## config.mk

```make
export PLATFORM = sky130hd
export DESIGN_NAME = instr_stream_loader_flat
export DESIGN_NICKNAME = d
export VERILOG_FILES = /design/src/rtl/instr_stream_loader_if.sv /design/src/rtl/instr_stream_loader.sv /design/src/flat_wrapper.sv
export SDC_FILE = /design/constraint.sdc
export NUM_CORES = 1
export LEC_CHECK = 0
export CORE_MARGIN = 1
export CORE_UTILIZATION = 30
export DETAILED_ROUTE_END_ITERATION = 12
export MAX_ROUTING_LAYER = met4
export PLACE_DENSITY = 0.47
export SETUP_SLACK_MARGIN = 0.3
export SYNTH_ARGS = -nofsm -noshare
export SYNTH_HDL_FRONTEND = slang
export SYNTH_SLANG_ARGS = --single-unit
```

## constraint.sdc

```tcl
create_clock -name clk -period 4.6 [get_ports clk]
set_input_delay 0.92 -clock clk [delete_from_list [all_inputs] [get_ports clk]]
set_output_delay 0.92 -clock clk [all_outputs]
set_load 0.01 [all_outputs]
```

## src/rtl/instr_stream_loader_if.sv

```systemverilog
// Byte-stream input and CPU-control outputs of the instruction stream loader.
// The master side is the sender or testbench. The slave side is the loader.
interface instr_stream_loader_if #(
  parameter int CW = 6
) ();
  logic [7:0]    rx_data;
  logic          rx_valid;
  logic          rx_last;
  logic          rx_ready;
  logic          cpu_reset;
  logic          load_instructions;
  logic [31:0]   instruction;
  logic [CW-1:0] word_count;
  logic          busy;
  logic          overflow;

  modport master (
    output rx_data, rx_valid, rx_last,
    input  rx_ready, cpu_reset, load_instructions, instruction,
           word_count, busy, overflow
  );

  modport slave (
    input  rx_data, rx_valid, rx_last,
    output rx_ready, cpu_reset, load_instructions, instruction,
           word_count, busy, overflow
  );
endinterface

```

## src/rtl/instr_stream_loader.sv

```systemverilog
// Packs a byte-stream program into words and then bursts it into the CPU's instruction memory.
// The burst runs inside a reset / load / reset sequence.
//
// state    | meaning
// ---------+----------------------------------------------------------
// IDLE     | after reset; CPU held in reset, waiting for first byte
// FILL     | accepting bytes, packing big-endian words into buffer
// PRE_RST  | one reset cycle to clear the CPU load-address counter
// BURST    | one buffered word per clock with LoadInstructions high
// POST_RST | two reset cycles to clear PC/pipeline after loading
// RUN      | CPU released; a new byte restarts the sequence
module instr_stream_loader #(
  parameter int DEPTH = 32,
  parameter int CW    = 6
) (
  input  logic                   clk,
  input  logic                   Reset,
  instr_stream_loader_if.slave   bus
);

  localparam int AW = $clog2(DEPTH);

  typedef enum logic [2:0] {
    S_IDLE,
    S_FILL,
    S_PRE_RST,
    S_BURST,
    S_POST_RST,
    S_RUN
  } state_t;

  state_t        state_q, state_d;
  logic [CW-1:0] wcnt_q, wcnt_d;
  logic [CW-1:0] rptr_q, rptr_d;
  logic [1:0]    bidx_q, bidx_d;
  logic [31:0]   acc_q, acc_d;
  logic          ovf_q, ovf_d;
  logic          post_q, post_d;
  logic          cpu_reset_q, cpu_reset_d;
  logic          load_q, load_d;
  logic [31:0]   instr_q, instr_d;
  logic          rx_ready_q, rx_ready_d;
  logic          busy_q, busy_d;

  logic [31:0]   buf_q [DEPTH];

  logic          accept;
  logic          start;
  logic [CW-1:0] wbase;
  logic [1:0]    kbase;
  logic [31:0]   abase;
  logic [31:0]   acc_new;
  logic          wr_en;
  logic [AW-1:0] wr_addr;

  assign accept = bus.rx_valid && rx_ready_q;

  always_comb begin
    state_d = state_q;
    wcnt_d  = wcnt_q;
    rptr_d  = rptr_q;
    bidx_d  = bidx_q;
    acc_d   = acc_q;
    ovf_d   = ovf_q;
    post_d  = post_q;
    instr_d = '0;
    wr_en   = 1'b0;
    wr_addr = '0;

    // A byte taken in IDLE or RUN begins a fresh program at byte 0 of word 0.
    start   = accept && ((state_q == S_IDLE) || (state_q == S_RUN));
    wbase   = start ? '0 : wcnt_q;
    kbase   = start ? 2'd0 : bidx_q;
    abase   = start ? '0 : acc_q;
    acc_new = abase | ({bus.rx_data, 24'h000000} >> {kbase, 3'b000});

    case (state_q)
      S_IDLE, S_FILL, S_RUN: begin
        if (accept) begin
          state_d = bus.rx_last ? S_PRE_RST : S_FILL;
          wcnt_d  = wbase;
          if (start) ovf_d = 1'b0;
          if (bus.rx_last || (kbase == 2'd3)) begin
            acc_d  = '0;
            bidx_d = '0;
            if (wbase == CW'(DEPTH)) begin
              ovf_d = 1'b1;
            end else begin
              wr_en   = 1'b1;
              wr_addr = wbase[AW-1:0];
              wcnt_d  = wbase + CW'(1);
            end
          end else begin
            acc_d  = acc_new;
            bidx_d = kbase + 2'd1;
          end
        end
      end
      S_PRE_RST: begin
        post_d = 1'b0;
        rptr_d = '0;
        if (wcnt_q == '0) begin
          state_d = S_POST_RST;
        end else begin
          state_d = S_BURST;
          instr_d = buf_q[0];
          rptr_d  = CW'(1);
        end
      end
      S_BURST: begin
        // The CPU address counter advances every clock, so words go out with no gaps.
        if (rptr_q == wcnt_q) begin
          state_d = S_POST_RST;
          post_d  = 1'b0;
        end else begin
          instr_d = buf_q[rptr_q[AW-1:0]];
          rptr_d  = rptr_q + CW'(1);
        end
      end
      S_POST_RST: begin
        if (post_q) state_d = S_RUN;
        else        post_d  = 1'b1;
      end
      default: state_d = S_IDLE;
    endcase

    cpu_reset_d = (state_d != S_BURST) && (state_d != S_RUN);
    load_d      = (state_d == S_BURST);
    rx_ready_d  = (state_d == S_IDLE) || (state_d == S_FILL) || (state_d == S_RUN);
    busy_d      = (state_d == S_FILL) || (state_d == S_PRE_RST) ||
                  (state_d == S_BURST) || (state_d == S_POST_RST);
  end

  always_ff @(posedge clk or posedge Reset) begin
    if (Reset) begin
      state_q     <= S_IDLE;
      wcnt_q      <= '0;
      rptr_q      <= '0;
      bidx_q      <= '0;
      acc_q       <= '0;
      ovf_q       <= 1'b0;
      post_q      <= 1'b0;
      cpu_reset_q <= 1'b1;
      load_q      <= 1'b0;
      instr_q     <= '0;
      rx_ready_q  <= 1'b0;
      busy_q      <= 1'b0;
    end else begin
      state_q     <= state_d;
      wcnt_q      <= wcnt_d;
      rptr_q      <= rptr_d;
      bidx_q      <= bidx_d;
      acc_q       <= acc_d;
      ovf_q       <= ovf_d;
      post_q      <= post_d;
      cpu_reset_q <= cpu_reset_d;
      load_q      <= load_d;
      instr_q     <= instr_d;
      rx_ready_q  <= rx_ready_d;
      busy_q      <= busy_d;
    end
  end

  always_ff @(posedge clk) begin
    if (wr_en) buf_q[wr_addr] <= acc_new;
  end

  assign bus.rx_ready          = rx_ready_q;
  assign bus.cpu_reset         = cpu_reset_q;
  assign bus.load_instructions = load_q;
  assign bus.instruction       = instr_q;
  assign bus.word_count        = wcnt_q;
  assign bus.busy              = busy_q;
  assign bus.overflow          = ovf_q;

endmodule

```

## src/flat_wrapper.sv

```systemverilog
// flat-port wrapper written by rule: the top's interface ports become plain ports
module instr_stream_loader_flat 
#(
  parameter int DEPTH = 32,
  parameter int CW    = 6
)
  (clk, Reset, bus_rx_data, bus_rx_valid, bus_rx_last, bus_rx_ready, bus_cpu_reset, bus_load_instructions, bus_instruction, bus_word_count, bus_busy, bus_overflow);
  instr_stream_loader_if #(.CW(CW)) bus_i ();
  input  logic clk;
  input  logic Reset;
  input wire logic [$bits(bus_i.rx_data)-1:0] bus_rx_data;
  input wire logic [$bits(bus_i.rx_valid)-1:0] bus_rx_valid;
  input wire logic [$bits(bus_i.rx_last)-1:0] bus_rx_last;
  output wire logic [$bits(bus_i.rx_ready)-1:0] bus_rx_ready;
  output wire logic [$bits(bus_i.cpu_reset)-1:0] bus_cpu_reset;
  output wire logic [$bits(bus_i.load_instructions)-1:0] bus_load_instructions;
  output wire logic [$bits(bus_i.instruction)-1:0] bus_instruction;
  output wire logic [$bits(bus_i.word_count)-1:0] bus_word_count;
  output wire logic [$bits(bus_i.busy)-1:0] bus_busy;
  output wire logic [$bits(bus_i.overflow)-1:0] bus_overflow;
  assign bus_i.rx_data = bus_rx_data;
  assign bus_i.rx_valid = bus_rx_valid;
  assign bus_i.rx_last = bus_rx_last;
  assign bus_rx_ready = bus_i.rx_ready;
  assign bus_cpu_reset = bus_i.cpu_reset;
  assign bus_load_instructions = bus_i.load_instructions;
  assign bus_instruction = bus_i.instruction;
  assign bus_word_count = bus_i.word_count;
  assign bus_busy = bus_i.busy;
  assign bus_overflow = bus_i.overflow;
  instr_stream_loader #(.DEPTH(DEPTH), .CW(CW)) u_core (.clk(clk), .Reset(Reset), .bus(bus_i));
endmodule
```

== Yosys cells after proc, flatten, opt, wreduce, memory -nomap -nowiden ==
Memories as Yosys holds them, arrays and structs flattened.
Cells that the tools add are included.
Cells by class
  add/sub/neg operators: 3
  bitwise gates (word level): 1
  eq/ne operators: 17
  reduce and logical (&&, ||, !) cells: 19
  shifts and indexed selects: 1
  multiplexer cells: 34
Operators by type and width (number)
  two-way mux 32 bit: 4
  case mux 32 bit (2 select lines): 1
  bitwise OR 32 bit: 1
  >> shifter 32 x 5 -> 32 bit: 1
  two-way mux 6 bit: 4
  two-way mux 5 bit: 4
  adder 6 x 1 -> 6 bit (second input constant): 2
  == test 3 x 2 -> 1 bit (second input constant): 4
  == test 3 bit (second input constant): 4
  two-way mux 3 bit: 4
  case mux 3 bit (4 select lines): 1
  case mux 6 bit (2 select lines): 1
  two-way mux 1 bit: 11
  logical OR 1 bit: 7
  == test 3 x 1 -> 1 bit (second input constant): 2
  == test 6 bit: 1
  == test 6 bit (second input constant): 1
  logical NOT 3 bit: 2
  logical NOT 6 bit: 1
  two-way mux 2 bit: 3
  AND reduction 2 bit: 3
  logical AND 1 bit: 3
  inequality test 3 x 2 -> 1 bit (second input constant): 1
  inequality test 3 bit (second input constant): 1
  8 further kinds: 8
Storage, ports and cells
  bits in writable memories: 1024
  memories kept: 1
  logic and storage cells: 88
  input bits: 12
  register bits: 87
Memory list
  u_core.buf_q: words 32, bits a word 32, read ports 2, clocked after Yosys merged registers in 0, write ports 1, RTL line instr_stream_loader.sv:45  | logic [31:0] buf_q [DEPTH];

== Depth between registers and ports, before layout ==
Gate-level depths: netlist of run 1.
  word-level depth: 11
  gate-level depth with buffers: 13
  mapped depth without buffers: 9

== Worst setup path after synthesis of run 1 ==
No wires, ideal clock.
  kind: input port to flip-flop
  start point: in bus_rx_valid
  end point: mem u_core.buf_q[0][0], enable pin
  stages on the path: 10
  arrival time: 4.212 ns
  path buffers: 3
  setup slack: -0.033 ns
  path through: nand2_2 -> nor4_4 -> buf_2 -> buf_1 -> nor2_1 -> ha_1 -> or2_1 -> clkbuf_1 -> and4_1 -> nor2_1
On the way
  longest elaborated chain between the ends: 10
RTL lines
  start: declaration: RTL line flat_wrapper.sv:12  | input wire logic [$bits(bus_i.rx_valid)-1:0] bus_rx_valid;
  logical AND 1 bit *: RTL line instr_stream_loader.sv:56  | assign accept = bus.rx_valid && rx_ready_q;
  logical AND 1 bit: RTL line instr_stream_loader.sv:71  | start = accept && ((state_q == S_IDLE) || (state_q == S_RUN));
  two-way mux 6 bit / two-way mux 2 bit (equally long branches): RTL line instr_stream_loader.sv:72, instr_stream_loader.sv:73
  == test 6 bit / == test 2 bit (equally long branches): RTL line instr_stream_loader.sv:86, instr_stream_loader.sv:83
  two-way mux 1 bit / logical OR 1 bit (equally long branches): RTL line instr_stream_loader.sv:86, instr_stream_loader.sv:83
  two-way mux 1 bit: RTL line instr_stream_loader.sv:83  | if (bus.rx_last || (kbase == 2'd3)) begin
  two-way mux 1 bit: RTL line instr_stream_loader.sv:79  | if (accept) begin
  two-way mux 1 bit: RTL line instr_stream_loader.sv:77  | case (state_q)
  two-way mux 1 bit: RTL line instr_stream_loader.sv:165  | if (wr_en) buf_q[wr_addr] <= acc_new;
  two-way mux 1 bit (not written as such): RTL line instr_stream_loader.sv:165
  end: declaration: RTL line instr_stream_loader.sv:45
Every way passes the cells marked *; elsewhere a longest branch is shown, timed or not.

== Final worst setup path of run 1 ==
  start point: reg u_core.state_q[0]
  end point: mem u_core.buf_q[11][14], enable pin
On the way
  longest elaborated chain between the ends: 11
RTL lines
  start: declaration: RTL line instr_stream_loader.sv:32  | state_t state_q, state_d;
  start signal: assignment: RTL line instr_stream_loader.sv:149  | state_q <= state_d;
  == test 3 bit / logical NOT 3 bit (equally long branches): RTL line instr_stream_loader.sv:71, instr_stream_loader.sv:77
  logical OR 1 bit: RTL line instr_stream_loader.sv:71
  logical AND 1 bit: RTL line instr_stream_loader.sv:71
  two-way mux 6 bit / two-way mux 2 bit (equally long branches): RTL line instr_stream_loader.sv:72, instr_stream_loader.sv:73
  == test 6 bit / == test 2 bit (equally long branches): RTL line instr_stream_loader.sv:86, instr_stream_loader.sv:83
  two-way mux 1 bit / logical OR 1 bit (equally long branches): RTL line instr_stream_loader.sv:86, instr_stream_loader.sv:83
  two-way mux 1 bit: RTL line instr_stream_loader.sv:83
  two-way mux 1 bit: RTL line instr_stream_loader.sv:79
  two-way mux 1 bit: RTL line instr_stream_loader.sv:77
  two-way mux 1 bit: RTL line instr_stream_loader.sv:165
  two-way mux 1 bit (not written as such): RTL line instr_stream_loader.sv:165
Parallel ways exist; a longest one is shown, timed or not.

==> out/metrics.cfg, run 1 <==
[global_route]
antenna_found_initial=8
grt_pass1_wl_mm=173.0
grt_busiest_layer=met2
track_usage=0.1712
grt_use_met3=0.02743
grt_pass1_vias=22530
grt_overflow=0
use_met2=0.2592
grtUsageMet1=0.2440
grt_max_degree=100

[critical_path]
worst_setup_path_start_kind=flop
critPathSlowestCell=nor2_4
slowest_delay_ps=900
cpMostUsedCell=nand2_1
cp_max_fo=32
critical_path.top_delay_family=simple AND/OR/NAND/NOR gates
critPathCaptureType=flop
crit_buf_inv=2
path_class=reg -> reg
path_cells=nor2b_1 > or4_1 > buf_4 > nand2_1 > ha_1 > nand2_1 > nor2_1 > nor4_4 > nand2_1 > buf_12 > nor2_4
cp.arrival_ps=4300
required_ps=4910

[synthesis]
netlist_instances=2235
yosysWarnings=0
async_flop_share=0.07831
ys.flop_type=edfxtp_1
yosys.area.top_type=edfxtp_1
synthTopCellsByArea=edfxtp_1 (71%), mux4_2 (8.3%), dfrtp_1 (5.0%)
synth_edf_count=1024
seq_area_frac_synth=0.7610
synth.avg_cell_area_sq_um=19.36
netlist_area_sq_um=43270
synth_nets=2251
ys_types=60
synth_top_area_share=0.7107
synth_top_cells_by_count=edfxtp_1 (1024), mux2i_1 (176), mux4_2 (160), dfrtp_1 (86), nor2_1 (83)
synth_most_common_cell=edfxtp_1
ys_ff_latch=1111

[power]
p_sw_frac=0.3149
p_per_area_nw_per_um2=601.2
seqPwrFrac=0.421
peakVddDrop_mv=0.3643
p_int_mw=20.93
pwr-share-comb=0.270
power_leakage_nw=16.11
clkPwrFrac=0.309
switchingPower_mw=9.621
finalPower_mw=30.55

[placement]
dp_cells=4141
place_hpwl_mm=75.34
gp_congestion=0.8169
portBuffers=54
dp_slack_ps=166.8

[floorplanning]
chipHeight_um=381.8
fp.dieW_um=381.8
core-area_sq_um=142300
die_area_sq_um=145800
initial_core_util=0.3041
io_pins=55
row_count=138

[timing]
slew_headroom=0.1566
rsz0062_at_grt=false
post-route-period-util=0.8667
finalClockSkew_ps=19.97
slew_viol_final=0
setup_ws_ps=613.4
setup_viol=0
hold_viol=0
finalSetupTns_ps=0
tightest_slew_ps=1265
timing.fmax_mhz=250.8
finalCriticalPeriod_ps=3987

[drt]
via_count=22310
drt-vias-per-instance=5.120
dr.pass1.iters=5
first_iter_violations=2272
drc=0
ant_nets=0
wl_per_cell_um=27.96
finalWirelength_mm=121.8

[finish]
layout-drive-gt1-share=0.2352
synthToLayoutAreaGrowth_pct=17.44
nFillCells=13260
multi_input_area_sq_um=10020
stdcell_count=4357
register_area_sq_um=32940
post-route-util=0.3572
layout.nets=2383

[status]
status=completed

[clocking]
clk_pin_slew_ps=60
clock-sinks=1111
cts.path.max_buffers=3
cts_buffers=114
cts_hold_buf=0
post_cts_buffers=0
cts_resized=0
root_buffer=clkbuf_16
cts_tree=yes
insertion_delay_ps=710
htree_num_levels=3

[min_path]
hp-class=reg -> reg

[job]
maxCapViolations=0

## worst paths after layout
check	startpoint	to	slack (ps)	cells after the start
min	u_core.acc_q[8]	u_core.acc_q[8]	500	2
min in group asynchronous	Reset	u_core.acc_q[11]	720	2
max	u_core.state_q[0]	u_core.buf_q[11][14]	610	11
min reg2reg	u_core.acc_q[8]	u_core.acc_q[8]	500	2
max in group asynchronous	Reset	u_core.bus.instruction[6]	2800	4
max reg2reg	u_core.state_q[0]	u_core.buf_q[11][14]	610	11
## per-stage QoR
step	hold WS, ps	instance area [sq um]
after floorplan	445.4	43270
after global placement	485.1	46990
after detailed placement	485.7	46990
after CTS	504.9	50810
after global routing	528.4	50810
final	504.0	50820
## layer usage
metal,wire (um),part of all wire,up-vias
met2,56820,0.47,669
li1,-,-,9454
met1,56300,0.46,12050
met5,0,0,-
met3,6727,0.055,137
met4,1969,0.016,0
## logic make-up (layout without fill, tap and decap cells)
logic type	after synthesis	in the layout	share of synthesized area
multiplexers	388	388	0.1375
buffers and inverters	154	385	0.01790
AND/OR/NAND/NOR	218	218	0.02551
flip-flops	1111	1111	0.7610
AO/OA/AOI/OAI	354	354	0.05569
XOR/XNOR	6	6	0.001214
adder cells (fa/ha/maj)	4	4	0.001157
other	0	1	0
## state kept, by name, summed over array words and instances, names as in the netlist
register / flops
u_core.buf_q: 1024
u_core.bus.word_count: 6
u_core.rptr_q: 6
u_core.bus.rx_ready: 1
u_core.acc_q: 32
u_core.bus.cpu_reset: 1
u_core.state_q: 3
u_core.bus.busy: 1
u_core.bus.load_instructions: 1
u_core.bidx_q: 2
u_core.bus.instruction: 32
u_core.bus.overflow: 1
u_core.post_q: 1
## worst reg2reg max path: stages, from the launching register on
cell     delay [ps]
dfrtp_1         490
nor2b_1         560
or4_1           230
buf_4           240
nand2_1         130
ha_1            240
nand2_1          70
nor2_1           90
nor4_4          250
nand2_1         160
buf_12          190
nor2_4          910
## final cells by class
type / count / area share
flip-flops and latches: 1111 / 0.6483
multi-input cells: 970 / 0.1972
clock buffers: 152 / 0.06279
well taps: 1890 / 0.04654
repair buffers: 163 / 0.03216
clock inverters: 63 / 0.01243
inverters: 7 / 0.0005663
diodes: 1 / 0.00004924
## power by group through the flow
stage,registers (mW),clock network (mW),logic (mW)
finish,12.9,9.45,8.24
global placement,13.1,0,8.33
CTS,12.9,9.65,8.43
detailed placement,13.1,0,8.40
global route,12.9,10.0,8.75
floorplan,12.8,0,4.99
## cell usage in the layout (no fill, tap or decap), types with 26 or more instances in the layout
cell,n
a21oi_1,81
a22o_1,63
a22oi_1,65
buf_4,87
clkbuf_16,118
clkdlybuf4s50_1,54
clkinv_2,26
dfrtp_1,81
edfxtp_1,1024
mux2_2,52
mux2i_1,176
mux4_2,160
nand2_1,33
nor2_1,27
nor2_4,56
nor3_1,34
o21ai_0,43
o22ai_1,50
No activity file was read; power rests on OpenSTA's default activity.
==> run 2, diff against run 1 <==
- CTS_CLUSTER_DIAMETER: default -> 200
==> results of run 2 <==
Final layout, timing and power as in run 1 (identical DEF).
